[src/rtl/usb_packet_rx_pkg.sv]
// Shared constants for the USB receive packet layer: states, PID classes, error codes, CRC setup.
package usb_packet_rx_pkg;

    localparam int unsigned MaxBytesDefault = 67;

    typedef enum logic [1:0] {
        StIdle,
        StPid,
        StData,
        StDiscard
    } rx_state_e;

    typedef enum logic [1:0] {
        PktToken     = 2'd0,
        PktData      = 2'd1,
        PktHandshake = 2'd2,
        PktSpecial   = 2'd3
    } pkt_type_e;

    localparam logic [3:0] PidOut   = 4'b0001;
    localparam logic [3:0] PidIn    = 4'b1001;
    localparam logic [3:0] PidSof   = 4'b0101;
    localparam logic [3:0] PidSetup = 4'b1101;
    localparam logic [3:0] PidData0 = 4'b0011;
    localparam logic [3:0] PidData1 = 4'b1011;
    localparam logic [3:0] PidData2 = 4'b0111;
    localparam logic [3:0] PidMdata = 4'b1111;
    localparam logic [3:0] PidAck   = 4'b0010;
    localparam logic [3:0] PidNak   = 4'b1010;
    localparam logic [3:0] PidStall = 4'b1110;
    localparam logic [3:0] PidNyet  = 4'b0110;

    localparam logic [2:0] ErrNone   = 3'd0;
    localparam logic [2:0] ErrPid    = 3'd1;
    localparam logic [2:0] ErrBit    = 3'd2;
    localparam logic [2:0] ErrAlign  = 3'd3;
    localparam logic [2:0] ErrCrc    = 3'd4;
    localparam logic [2:0] ErrLength = 3'd5;

    localparam logic [4:0]  Crc5Poly      = 5'h05;
    localparam logic [4:0]  Crc5Preset    = 5'h1F;
    localparam logic [4:0]  Crc5Residual  = 5'b01100;
    localparam logic [15:0] Crc16Poly     = 16'h8005;
    localparam logic [15:0] Crc16Preset   = 16'hFFFF;
    localparam logic [15:0] Crc16Residual = 16'h800D;

    function automatic pkt_type_e pid_class(input logic [3:0] pid);
        case (pid)
            PidOut, PidIn, PidSof, PidSetup:       pid_class = PktToken;
            PidData0, PidData1, PidData2, PidMdata: pid_class = PktData;
            PidAck, PidNak, PidStall, PidNyet:     pid_class = PktHandshake;
            default:                               pid_class = PktSpecial;
        endcase
    endfunction

endpackage

[src/rtl/usb_crc_serial.sv]
// Bit-serial CRC engine with preset, shift enable and residual match.
// Compiled only when RX_CRC_CHECK_EN is defined.
`ifdef RX_CRC_CHECK_EN
module usb_crc_serial #(
    parameter int unsigned           Width    = 5,
    parameter logic [Width-1:0]      Poly     = '0,
    parameter logic [Width-1:0]      Preset   = '1,
    parameter logic [Width-1:0]      Residual = '0
) (
    input  logic i_clk,
    input  logic i_rst_n,
    input  logic i_preset,
    input  logic i_shift,
    input  logic i_bit,
    output logic o_match
);

    logic [Width-1:0] r_crc;
    logic             w_fb;

    assign w_fb = i_bit ^ r_crc[Width-1];

    always_ff @(posedge i_clk or negedge i_rst_n) begin
        if (!i_rst_n) begin
            r_crc <= '0;
        end else if (i_preset) begin
            r_crc <= Preset;
        end else if (i_shift) begin
            r_crc <= {r_crc[Width-2:0], 1'b0} ^ (Poly & {Width{w_fb}});
        end
    end

    assign o_match = (r_crc == Residual);

endmodule
`endif

[src/rtl/usb_packet_rx.sv]
// Receive packet layer: deserialises unstuffed bits, validates PID, checks length and
// (with RX_CRC_CHECK_EN defined) CRC5/CRC16, and reports a per-packet verdict.
module usb_packet_rx
    import usb_packet_rx_pkg::*;
#(
    parameter int unsigned MAX_BYTES = MaxBytesDefault
) (
    input  logic                               i_clk,
    input  logic                               i_rst_n,
    input  logic                               i_rx_start,
    input  logic                               i_rx_status,
    input  logic                               i_rx_bit,
    input  logic                               i_rx_finish,
    input  logic                               i_rx_error,
    output logic                               o_pkt_start,
    output logic [3:0]                         o_pid,
    output logic [1:0]                         o_pkt_type,
    output logic                               o_byte_valid,
    output logic [7:0]                         o_byte_data,
    output logic [$clog2(MAX_BYTES+1)-1:0]     o_byte_cnt,
    output logic                               o_pkt_end,
    output logic                               o_pkt_ok,
    output logic [2:0]                         o_err_code
);

    localparam int unsigned CntW = $clog2(MAX_BYTES + 1);

    rx_state_e       r_state, w_state_next;
    logic [7:0]      r_shift, w_shift_next;
    logic [2:0]      r_bit_cnt, w_bit_cnt_next;
    logic [CntW-1:0] r_byte_cnt, w_byte_cnt_next;
    logic [2:0]      r_pend_err, w_pend_err_next;
    logic [3:0]      r_pid, w_pid_next;
    pkt_type_e       r_pkt_type, w_pkt_type_next;
    logic            r_pkt_start, w_pkt_start_next;
    logic            r_byte_valid, w_byte_valid_next;
    logic [7:0]      r_byte_data, w_byte_data_next;
    logic            r_pkt_end, w_pkt_end_next;
    logic            r_pkt_ok, w_pkt_ok_next;
    logic [2:0]      r_err_code, w_err_code_next;

    logic [7:0]      w_byte;
    logic            w_last_bit;
    logic            w_len_ok;

    assign w_byte     = {i_rx_bit, r_shift[7:1]};
    assign w_last_bit = (r_bit_cnt == 3'd7);

`ifdef RX_CRC_CHECK_EN
    logic w_crc_preset, w_crc_shift, w_crc5_match, w_crc16_match, w_crc_ok;

    // Mirrors the event priority: preset only on an accepted rx_start, shift on DATA bits.
    assign w_crc_preset = i_rx_start & ~i_rx_error & ~i_rx_finish;
    assign w_crc_shift  = i_rx_status & ~i_rx_start & ~i_rx_error & ~i_rx_finish &
                          (r_state == StData);

    usb_crc_serial #(
        .Width   (5),
        .Poly    (Crc5Poly),
        .Preset  (Crc5Preset),
        .Residual(Crc5Residual)
    ) u_crc5 (
        .i_clk   (i_clk),
        .i_rst_n (i_rst_n),
        .i_preset(w_crc_preset),
        .i_shift (w_crc_shift),
        .i_bit   (i_rx_bit),
        .o_match (w_crc5_match)
    );

    usb_crc_serial #(
        .Width   (16),
        .Poly    (Crc16Poly),
        .Preset  (Crc16Preset),
        .Residual(Crc16Residual)
    ) u_crc16 (
        .i_clk   (i_clk),
        .i_rst_n (i_rst_n),
        .i_preset(w_crc_preset),
        .i_shift (w_crc_shift),
        .i_bit   (i_rx_bit),
        .o_match (w_crc16_match)
    );

    assign w_crc_ok = (r_pkt_type == PktToken) ? w_crc5_match :
                      (r_pkt_type == PktData)  ? w_crc16_match : 1'b1;
`endif

    always_comb begin
        case (r_pkt_type)
            PktToken:     w_len_ok = (r_byte_cnt == CntW'(2));
            PktData:      w_len_ok = (r_byte_cnt >= CntW'(2));
            PktHandshake: w_len_ok = (r_byte_cnt == CntW'(0));
            default:      w_len_ok = 1'b1;
        endcase
    end

    always_comb begin
        w_state_next      = r_state;
        w_shift_next      = r_shift;
        w_bit_cnt_next    = r_bit_cnt;
        w_byte_cnt_next   = r_byte_cnt;
        w_pend_err_next   = r_pend_err;
        w_pid_next        = r_pid;
        w_pkt_type_next   = r_pkt_type;
        w_pkt_start_next  = 1'b0;
        w_byte_valid_next = 1'b0;
        w_byte_data_next  = r_byte_data;
        w_pkt_end_next    = 1'b0;
        w_pkt_ok_next     = r_pkt_ok;
        w_err_code_next   = r_err_code;

        if (i_rx_error) begin
            if (r_state != StIdle) begin
                w_pkt_end_next  = 1'b1;
                w_pkt_ok_next   = 1'b0;
                w_err_code_next = ErrBit;
                w_state_next    = StIdle;
            end
        end else if (i_rx_finish) begin
            if (r_state != StIdle) begin
                w_pkt_end_next = 1'b1;
                w_pkt_ok_next  = 1'b0;
                w_state_next   = StIdle;
            end
            case (r_state)
                StPid:     w_err_code_next = ErrAlign;
                StDiscard: w_err_code_next = r_pend_err;
                StData: begin
                    if (r_bit_cnt != 3'd0) begin
                        w_err_code_next = ErrAlign;
                    end else if (!w_len_ok) begin
                        w_err_code_next = ErrLength;
`ifdef RX_CRC_CHECK_EN
                    end else if (!w_crc_ok) begin
                        w_err_code_next = ErrCrc;
`endif
                    end else begin
                        w_err_code_next = ErrNone;
                        w_pkt_ok_next   = 1'b1;
                    end
                end
                default: ;
            endcase
        end else if (i_rx_start) begin
            // A start inside a packet aborts it and restarts in the same cycle.
            if (r_state != StIdle) begin
                w_pkt_end_next  = 1'b1;
                w_pkt_ok_next   = 1'b0;
                w_err_code_next = ErrBit;
            end
            w_state_next    = StPid;
            w_shift_next    = '0;
            w_bit_cnt_next  = '0;
            w_byte_cnt_next = '0;
            w_pend_err_next = ErrNone;
        end else if (i_rx_status) begin
            case (r_state)
                StPid: begin
                    w_shift_next   = w_byte;
                    w_bit_cnt_next = r_bit_cnt + 3'd1;
                    if (w_last_bit) begin
                        if (w_byte[7:4] == ~w_byte[3:0]) begin
                            w_pid_next       = w_byte[3:0];
                            w_pkt_type_next  = pid_class(w_byte[3:0]);
                            w_pkt_start_next = 1'b1;
                            w_state_next     = StData;
                        end else begin
                            w_pend_err_next = ErrPid;
                            w_state_next    = StDiscard;
                        end
                    end
                end
                StData: begin
                    w_shift_next   = w_byte;
                    w_bit_cnt_next = r_bit_cnt + 3'd1;
                    if (w_last_bit) begin
                        if (r_byte_cnt == CntW'(MAX_BYTES)) begin
                            w_pend_err_next = ErrLength;
                            w_state_next    = StDiscard;
                        end else begin
                            w_byte_valid_next = 1'b1;
                            w_byte_data_next  = w_byte;
                            w_byte_cnt_next   = r_byte_cnt + CntW'(1);
                        end
                    end
                end
                default: ;
            endcase
        end
    end

    always_ff @(posedge i_clk or negedge i_rst_n) begin
        if (!i_rst_n) begin
            r_state      <= StIdle;
            r_shift      <= '0;
            r_bit_cnt    <= '0;
            r_byte_cnt   <= '0;
            r_pend_err   <= ErrNone;
            r_pid        <= '0;
            r_pkt_type   <= PktToken;
            r_pkt_start  <= 1'b0;
            r_byte_valid <= 1'b0;
            r_byte_data  <= '0;
            r_pkt_end    <= 1'b0;
            r_pkt_ok     <= 1'b0;
            r_err_code   <= ErrNone;
        end else begin
            r_state      <= w_state_next;
            r_shift      <= w_shift_next;
            r_bit_cnt    <= w_bit_cnt_next;
            r_byte_cnt   <= w_byte_cnt_next;
            r_pend_err   <= w_pend_err_next;
            r_pid        <= w_pid_next;
            r_pkt_type   <= w_pkt_type_next;
            r_pkt_start  <= w_pkt_start_next;
            r_byte_valid <= w_byte_valid_next;
            r_byte_data  <= w_byte_data_next;
            r_pkt_end    <= w_pkt_end_next;
            r_pkt_ok     <= w_pkt_ok_next;
            r_err_code   <= w_err_code_next;
        end
    end

    assign o_pkt_start  = r_pkt_start;
    assign o_pid        = r_pid;
    assign o_pkt_type   = r_pkt_type;
    assign o_byte_valid = r_byte_valid;
    assign o_byte_data  = r_byte_data;
    assign o_byte_cnt   = r_byte_cnt;
    assign o_pkt_end    = r_pkt_end;
    assign o_pkt_ok     = r_pkt_ok;
    assign o_err_code   = r_err_code;

endmodule

[config.mk]
export PLATFORM = sky130hd
export DESIGN_NAME = usb_packet_rx
export DESIGN_NICKNAME = d
export VERILOG_FILES = /design/src/rtl/usb_packet_rx_pkg.sv /design/src/rtl/usb_crc_serial.sv /design/src/rtl/usb_packet_rx.sv
export SDC_FILE = /design/constraint.sdc
export NUM_CORES = 1
export LEC_CHECK = 0
export ABC_AREA = 1
export BUFFER_PORTS_ARGS = -buffer_cell sky130_fd_sc_hd__buf_2
export CORE_MARGIN = 10
export CORE_UTILIZATION = 46
export CTS_CLUSTER_SIZE = 12
export DETAILED_ROUTE_END_ITERATION = 7
export PLACE_DENSITY = 0.77
export SYNTH_ARGS = -nofsm -noshare
export SYNTH_HDL_FRONTEND = slang
export SYNTH_SLANG_ARGS = --single-unit
[constraint.sdc]
create_clock -name i_clk -period 2.79 [get_ports i_clk]
set_input_delay 0.1395 -clock i_clk [delete_from_list [all_inputs] [get_ports i_clk]]
set_output_delay 0.1395 -clock i_clk [all_outputs]
set_load 0.01 [all_outputs]
==> metrics <==
status=complete, no violations; Wirelength per Cell=12.3 um; CP startpoint=r_state[0]$_DFFE_PN0P_; Power Density=741 mW/mm2; CP peak stage delay=0.42 ns; Syn Area/Cell=8.14 um2; fin util=53.7%; H-tree Lvls=2; Max-cap violations=0; ANT nets after route=0; Buf/Inv on CP=2; Worst VDD drop=416 uV; Post-DP HPWL=3400 um; P_int=1150 uW; die width=89.5 um; initial antenna violation count=0; Comb pwr share=32.2%; critical-path cell list=inv_1 > ha_1 > nor2_2 > nor2_2 > nand2_2 > nor2_4 > nand2_4 > inv_1 > nand2_1 > o21ai_0; all-layer global routing usage=12.6%; Syn-to-layout area delta=13.4%; Remaining Overflow, GRT=0; TritonCTS clock tree=yes; Iter 0 DRT Violations=119; Switching Share=38.2%; crit-path max FO=17; Hold Vio Cnt, Final=0; critical hold path startpoint=i_rx_bit; top cell type's share of synthesized area=47.3%; share of post-route cells with drive strength above 1=19.7%; HP Class=in -> reg; Sequential Power Share=46.1%; post-synthesis cell type count=22; vias in the first global route=1792; P_leak=0.00133 uW; clock power share=21.7%; vias per std cell=4.95; DRC=0; #FFs+latches synth=42; worst path required time=3.02 ns; first-pass GRT wire length=8020 um; non-filler cells, final=364; clk root buf=clkbuf_8; Final setup violation count=0; synthesized net count=292; port bufs=34; Net count, final=328; vias=1800; Post-CTS Resized=0; synthesized area=0.00222 mm2; clock skew=0.00888 ns; Max Clk Rate=548 MHz; CTS sink cnt=42; commonest non-fill, non-tap cells in the layout=nand2_1, dfrtp_1, inv_1, buf_2, nor2_1; CP top delay family=simple AND/OR/NAND/NOR gates; placer congestion estimate=0.877; FF-to-FF Start=r_state[0]$_DFFE_PN0P_; ANT cells=0; CP Launch Type=flip-flop; full die area=0.00801 mm2; sequential element share of the synthesized area=47.3%; RSZ-0062 raised after global routing=no; relative slew slack=39.6%; post-CTS setup buffers=0; initial core utilization=47.4%; Setup TNS=0 ns; crit path time final=1.82 ns; Reg clk slew, reported paths=0.09 ns; Setup crit end kind=flip-flop; total power=1870 uW; Longest Clk Path Bufs=2; worst slew pin tran=0.906 ns; total wire length=4470 um; WS Path Type=reg -> reg; Placed Cells=355; top post-synthesis cells by area=dfrtp_1, nand2_1, ha_1; first drt pass iteration count=4; largest net degree at the start of global routing=43; area leader, netlist=dfrtp_1; commonest non-fill, non-tap cell in the layout=nand2_1; I/O pins=35; Num CTS Buffers=5; Rows=25; Max Transition Viols Final=0; slowest cell on the critical path=dfrtp_1; cells after synthesis=273; Final period util=65.4%; Die Y=89.5 um; core area=0.00469 mm2; hold_ws=0.143 ns; worst endpoint data arrival time=2.05 ns; YS warnings=0; worst skew pair latency=0.30 ns; P_sw=713 uW
-- logic make-up after synthesis --
kind of cell / count (synthesis) / synth area share, %
AO/OA/AOI/OAI: 42 / 11.3
buffers and inverters: 41 / 7.88
adder cells (fa/ha/maj): 12 / 6.76
AND/OR/NAND/NOR: 136 / 26.7
flip-flops: 42 / 47.3
-- what timing repair did --
item                                    in CTS  in global routing
hold buffers                                 1                  0
hold endpoints to repair                     7                  0
endpoints found under the setup margin       0                  0
-- per-layer routing --
metal	track usage, %	routed length [um]
met4	4.48	50
met3	3.92	240
met2	21.7	2150
met5	0	0
met1	14.4	2030
-- area by class of cell --
| class | instances | area (um2) |
|---|---|---|
| well taps | 54 | 67.6 |
| clock buffers | 5 | 68.8 |
| multi-input cells | 190 | 996 |
| fillers | 445 | 2170 |
| repair buffers | 35 | 180 |
| flip-flops and latches | 42 | 1050 |
| clock inverters | 3 | 25.0 |
| inverters | 35 | 131 |
-- sequential cells by signal, indices dropped and copies added, names as in the netlist --
name / cells
o_byte_cnt: 7
o_pkt_end: 1
o_pkt_start: 1
o_err_code: 3
r_bit_cnt: 3
r_pend_err: 2
o_pkt_ok: 1
o_pid: 4
r_shift: 7
r_state: 2
o_pkt_type: 2
o_byte_valid: 1
o_byte_data: 8
-- worst reg2reg max path, stage by stage (launching register included) --
cell     delay, ns
dfrtp_1       0.42
inv_1         0.11
ha_1          0.25
nor2_2        0.07
nor2_2        0.12
nand2_2       0.07
nor2_4        0.27
nand2_4       0.21
inv_1         0.12
nand2_1       0.05
o21ai_0       0.06
-- cells in the mapped netlist --
cell     instances
a21oi_1          4
buf_1            1
buf_2            2
buf_4            1
buf_6            2
dfrtp_1         42
ha_1            12
inv_1           34
inv_2            1
nand2_1         77
nand2_2          3
nand2_4          1
nand3_1         18
nand4_1          5
nor2_1          23
nor2_2           3
nor2_4           3
nor3_1           3
o21a_1           1
o21ai_0         22
o21ai_2          8
o22ai_1          7
-- final timing paths --
path | end | slack, ns | depth (start not counted)
max in group asynchronous | r_state[1]$_DFFE_PN0P_ | 1.72 | 2
max reg2reg | o_byte_cnt[1]$_DFFE_PN0P_ | 0.97 | 10
min in group asynchronous | o_byte_cnt[5]$_DFFE_PN0P_ | 0.50 | 2
min reg2reg | o_err_code[2]$_DFFE_PN0P_ | 0.48 | 2
min | o_byte_data[7]$_DFFE_PN0P_ | 0.14 | 3
max | o_byte_cnt[1]$_DFFE_PN0P_ | 0.97 | 10
-- stage by stage --
step / cell area [um2] / worst slack, ns
after floorplan: 2220 / 1.26
after global placement: 2420 / 1.05
after detailed placement: 2420 / 0.974
after CTS: 2520 / 0.954
after global routing: 2520 / 0.750
final: 2520 / 0.966
-- power by group through the flow --
stage                     Sequential, uW  Clock [uW]  Combinational [uW]
after floorplan                      896           0                 372
after global placement               868           0                 592
after detailed placement             872           0                 609
after CTS                            861         423                 612
after global routing                 883         447                 714
final                                860         406                 600
(Power assumes the default switching activity.)
